==> src/rtl/alu_pkg.sv <==
// Shared types and constants for the ALU sum path.
package alu_pkg;

   localparam int XLEN = 32;

   // Status flags produced alongside every sum.
   typedef struct packed {
      logic carry;
      logic overflow;
      logic zero;
      logic negative;
   } alu_flags_t;

endpackage : alu_pkg

==> src/rtl/alu_sum_core.sv <==
// Combinational WIDTH-bit adder with carry-in and status flags.
// The subtract path reuses this block by supplying ~srcB with cin=1.
module alu_sum_core
   import alu_pkg::*;
#(
   parameter int WIDTH = XLEN
) (
   input  logic [WIDTH-1:0] srcA,
   input  logic [WIDTH-1:0] srcB,
   input  logic             cin,
   output logic [WIDTH-1:0] sum,
   output alu_flags_t       flags
);

   logic [WIDTH:0] full;

   // One extra bit of width captures the unsigned carry-out.
   always_comb begin
      full           = {1'b0, srcA} + {1'b0, srcB} + {{WIDTH{1'b0}}, cin};
      sum            = full[WIDTH-1:0];
      flags.carry    = full[WIDTH];
      // Signed overflow: operands agree in sign but the result does not.
      flags.overflow = (srcA[WIDTH-1] == srcB[WIDTH-1]) &&
                       (full[WIDTH-1] != srcA[WIDTH-1]);
      flags.zero     = (full[WIDTH-1:0] == '0);
      flags.negative = full[WIDTH-1];
   end

endmodule : alu_sum_core

==> src/rtl/alu_sum.sv <==
// Registered sum path: captures the adder result and flags one cycle
// after an accepted input; holds them while idle.
module alu_sum
   import alu_pkg::*;
#(
   parameter int WIDTH = XLEN
) (
   input  logic             clk,
   input  logic             rst_n,
   input  logic             in_valid,
   input  logic [WIDTH-1:0] srcA,
   input  logic [WIDTH-1:0] srcB,
   input  logic             cin,
   output logic [WIDTH-1:0] res,
   output logic             out_valid,
   output logic             carry,
   output logic             overflow,
   output logic             zero,
   output logic             negative
);

   logic [WIDTH-1:0] core_sum;
   alu_flags_t       core_flags;

   logic [WIDTH-1:0] res_d,   res_q;
   alu_flags_t       flags_d, flags_q;
   logic             vld_d,   vld_q;

   alu_sum_core #(
      .WIDTH (WIDTH)
   ) u_core (
      .srcA  (srcA),
      .srcB  (srcB),
      .cin   (cin),
      .sum   (core_sum),
      .flags (core_flags)
   );

   // Next state: take the new sum when accepted, otherwise hold the last one.
   always_comb begin
      res_d   = res_q;
      flags_d = flags_q;
      vld_d   = in_valid;
      if (in_valid) begin
         res_d   = core_sum;
         flags_d = core_flags;
      end
   end

   // Capture registers; reset clears result, flags and valid immediately.
   always_ff @(posedge clk or negedge rst_n) begin
      if (!rst_n) begin
         res_q   <= '0;
         flags_q <= '0;
         vld_q   <= 1'b0;
      end else begin
         res_q   <= res_d;
         flags_q <= flags_d;
         vld_q   <= vld_d;
      end
   end

   assign res       = res_q;
   assign out_valid = vld_q;
   assign carry     = flags_q.carry;
   assign overflow  = flags_q.overflow;
   assign zero      = flags_q.zero;
   assign negative  = flags_q.negative;

endmodule : alu_sum

==> config.mk <==
export PLATFORM = sky130hd
export DESIGN_NAME = alu_sum
export DESIGN_NICKNAME = d
export VERILOG_FILES = /design/src/rtl/alu_pkg.sv /design/src/rtl/alu_sum_core.sv /design/src/rtl/alu_sum.sv
export SDC_FILE = /design/constraint.sdc
export NUM_CORES = 1
export LEC_CHECK = 0
export ABC_CLOCK_PERIOD_IN_PS = 1400
export BUFFER_PORTS_ARGS = -buffer_cell sky130_fd_sc_hd__clkbuf_2
export CAP_MARGIN = 20
export CORE_ASPECT_RATIO = 0.75
export CORE_MARGIN = 5
export CORE_UTILIZATION = 50
export CTS_CLUSTER_SIZE = 24
export DETAILED_ROUTE_END_ITERATION = 8
export PLACE_DENSITY = 0.89
export SYNTH_ARGS = -nofsm -noshare
export SYNTH_HDL_FRONTEND = slang
export SYNTH_SLANG_ARGS = --single-unit
==> constraint.sdc <==
create_clock -name clk -period 1.4 [get_ports clk]
set_input_delay 0.42 -clock clk [delete_from_list [all_inputs] [get_ports clk]]
set_output_delay 0.42 -clock clk [all_outputs]
set_load 0.05 [all_outputs]
==> flow_summary.ini <==
[run_status]
status = finished, violations left
violations = setup timing

[setup_path]
crit_start = cin
worstSetupStartpointType = primary input
r2r_start = res[18]
crit_required_ps = 1590
cp_max_fo = 3
cp_data_arrival_time_ps = 3940
critPathKind = in -> reg
slowest_delay_ps = 490
cpMostUsedCell = fa_2
crit_chain = clkbuf_16 > inv_12 > fa_2 > inv_2 > fa_2 > a21o_1 > a221oi_2 > xnor2_1 > or4b_1 > or3_4 > or4_4 > nor4_4 > nand4b_1 > o31ai_2
cpMaxStageDelayCell = or4b_1
crit_buf_inv = 3
end_kind = flip-flop
cp_top_family = simple AND/OR/NAND/NOR gates

[floorplan]
die_h_um = 77.5
die-area_sq_um = 7740
core-area_sq_um = 5860
die_w_um = 100
start_util = 0.518
placementRows = 24
io_pins = 105

[logic_synthesis]
synth.mux.area_fraction = 0.104
postSynthAreaPerCell_sq_um = 9.31
synth_compound_area_frac = 0.200
synth_xor_xnor_area_share = 0.0895
ys_seq_elements = 36
synth-adder-area-share = 0.141
yosysUniqueCellTypes = 59
synthFlopType = dfrtp_1
synth_top_family_by_area = compound AO/OA/AOI/OAI gates
synth_cells = 326
synth_nets = 427
yosys_warnings = 0
ys_async_sr_fraction = 1.00
synth_enable_flop_cells = 0
yosys.area_share.simple = 0.139
syn_area_sq_um = 3030
ys_seq_area_frac = 0.297

[route]
wire_per_inst_um = 21.9
drtIter0Drc = 265
dr.pass1.iters = 7
vias = 3782
drc = 0
vias_per_cell = 6.16
routed_wl_um = 13400
antenna_left = 0

[timing]
whs_ps = 89.3
hold_viol_final = 0
maxSlewViolCount = 0
setup_ws_ps = -2350
finalSetupViolations = 35
period_share = 2.68
slew_headroom = 0.610
final.setup.tns_ps = -43100
rsz0062_at_grt = true
fin_worst_skew_ps = 0
fmax_mhz = 267
tightestPinTransition_ps = 584
fin_crit_ps = 3750

[clocking]
cts-htree-levels = 2
cts_buffer_depth = 2
cts_made_buffers = 5
cts.clk_slew.worst_paths_ps = 80
cts_sinks = 36
clock_latency_ps = 290
cts_root_buf = clkbuf_8
hold_buffers = 0
cts_tree = done

[finish]
drive_above_1_share = 0.586
final_nets = 636
area_growth_pct = 69.7
fin_util = 0.879
finalNonFillerCells = 614
diodes = 0
fin_area_sq_um = 5150

[power]
p_seq_frac = 0.250
clock_power_share = 0.130
finalPower_mw = 5.95
internal_power_mw = 3.13
p_comb_frac = 0.620
ir_drop_mv = 0.739
sw_frac_of_total = 0.475
p_leak_nw = 2.57
switchingPower_mw = 2.82
power_density_nw_per_um2 = 1160

[worst_hold_path]
holdCritPathClass = in -> async

[global_route]
grt_pass1_vias = 3744
grt_max_degree = 37
grt_pass1_wl_um = 17700
antenna_found_initial = 0
grt_overflow_total = 0
track_usage = 0.282

[placement]
dpl.hpwl_um = 7690
placed_cells = 588
finalWeightedCongestion = 0.909
dp_slack_ps = -2380
place_area_sq_um = 4410
portBuffers = 104

[run]
drv_cap = 0
## Yosys cell counts, types with 7 or more instances
cell type	count	area [sq um]
ha_1	31	388
a21o_1	9	67.6
o21ai_0	21	105
inv_1	10	37.5
dfrtp_1	36	901
nor2_1	21	78.8
nand2_1	24	90.1
mux2_2	27	304
o21a_1	7	52.6
a21oi_1	27	135
clkbuf_1	9	33.8
xnor2_1	25	219
## metal layers
metal  track usage  up-vias  routed length (um)
met5             0        -                   0
met4         0.101        0                 942
met3        0.0502       98                1160
met2         0.512      286                6390
met1         0.333     1781                4950
li1              -     1617                   -
## layout by cell type (no fill, tap or decap), drive strengths merged, types with 7 or more instances in the layout
| cell type | instances |
|---|---|
| xnor2 | 25 |
| a21oi | 27 |
| ha | 31 |
| nor2 | 22 |
| inv | 11 |
| a21o | 9 |
| buf | 123 |
| o21a | 7 |
| dfrtp | 36 |
| mux2 | 27 |
| nand2 | 24 |
| clkbuf | 96 |
| o21ai | 22 |
## cell type report
class,instances,area (sq um)
Timing Repair Buffer,214,1440
Inverter,11,58.8
Clock inverter,3,18.8
Sequential cell,36,901
Clock buffer,5,68.8
Fill cell,262,707
Multi-Input combinational cell,267,2560
Tap cell,78,97.6
## flip-flops by register name, indices dropped and copies added, names as in the netlist
| signal | flops |
|---|---|
| out_valid | 1 |
| overflow | 1 |
| res | 32 |
| zero | 1 |
| carry | 1 |
## what timing repair did
action,in CTS,in global routing
setup buffers,9,12
gates resized for setup,41,74
pin swaps,18,38
endpoints found under the hold margin,0,0
endpoints found under the setup margin,34,52
## path summary, 6_finish.rpt
check	endpoint	slack [ps]	cells past startpoint
max in group asynchronous	res[5]	1120	2
min in group clk	res[22]	500	2
max	zero	-2350	14
max reg2reg	res[18]	560	1
min	res[30]	90	2
min reg2reg	res[22]	500	2
## power by group through the flow
stage,Sequential [mW],Combinational [mW],Clock [mW]
finish,1.49,3.69,0.775
CTS,1.45,3.19,0.730
global placement,1.46,2.86,0
detailed placement,1.47,2.96,0
floorplan,2.30,1.06,0
global route,1.50,3.84,0.811
## cells by family (layout without fill, tap and decap cells)
family / after synthesis / in the layout
compound gates: 93 / 93
xor+xnor: 31 / 31
fa+ha+maj: 33 / 33
buf+inv: 23 / 233
flops: 36 / 36
mux: 28 / 28
simple gates: 82 / 82
(Power assumes the default switching activity.)
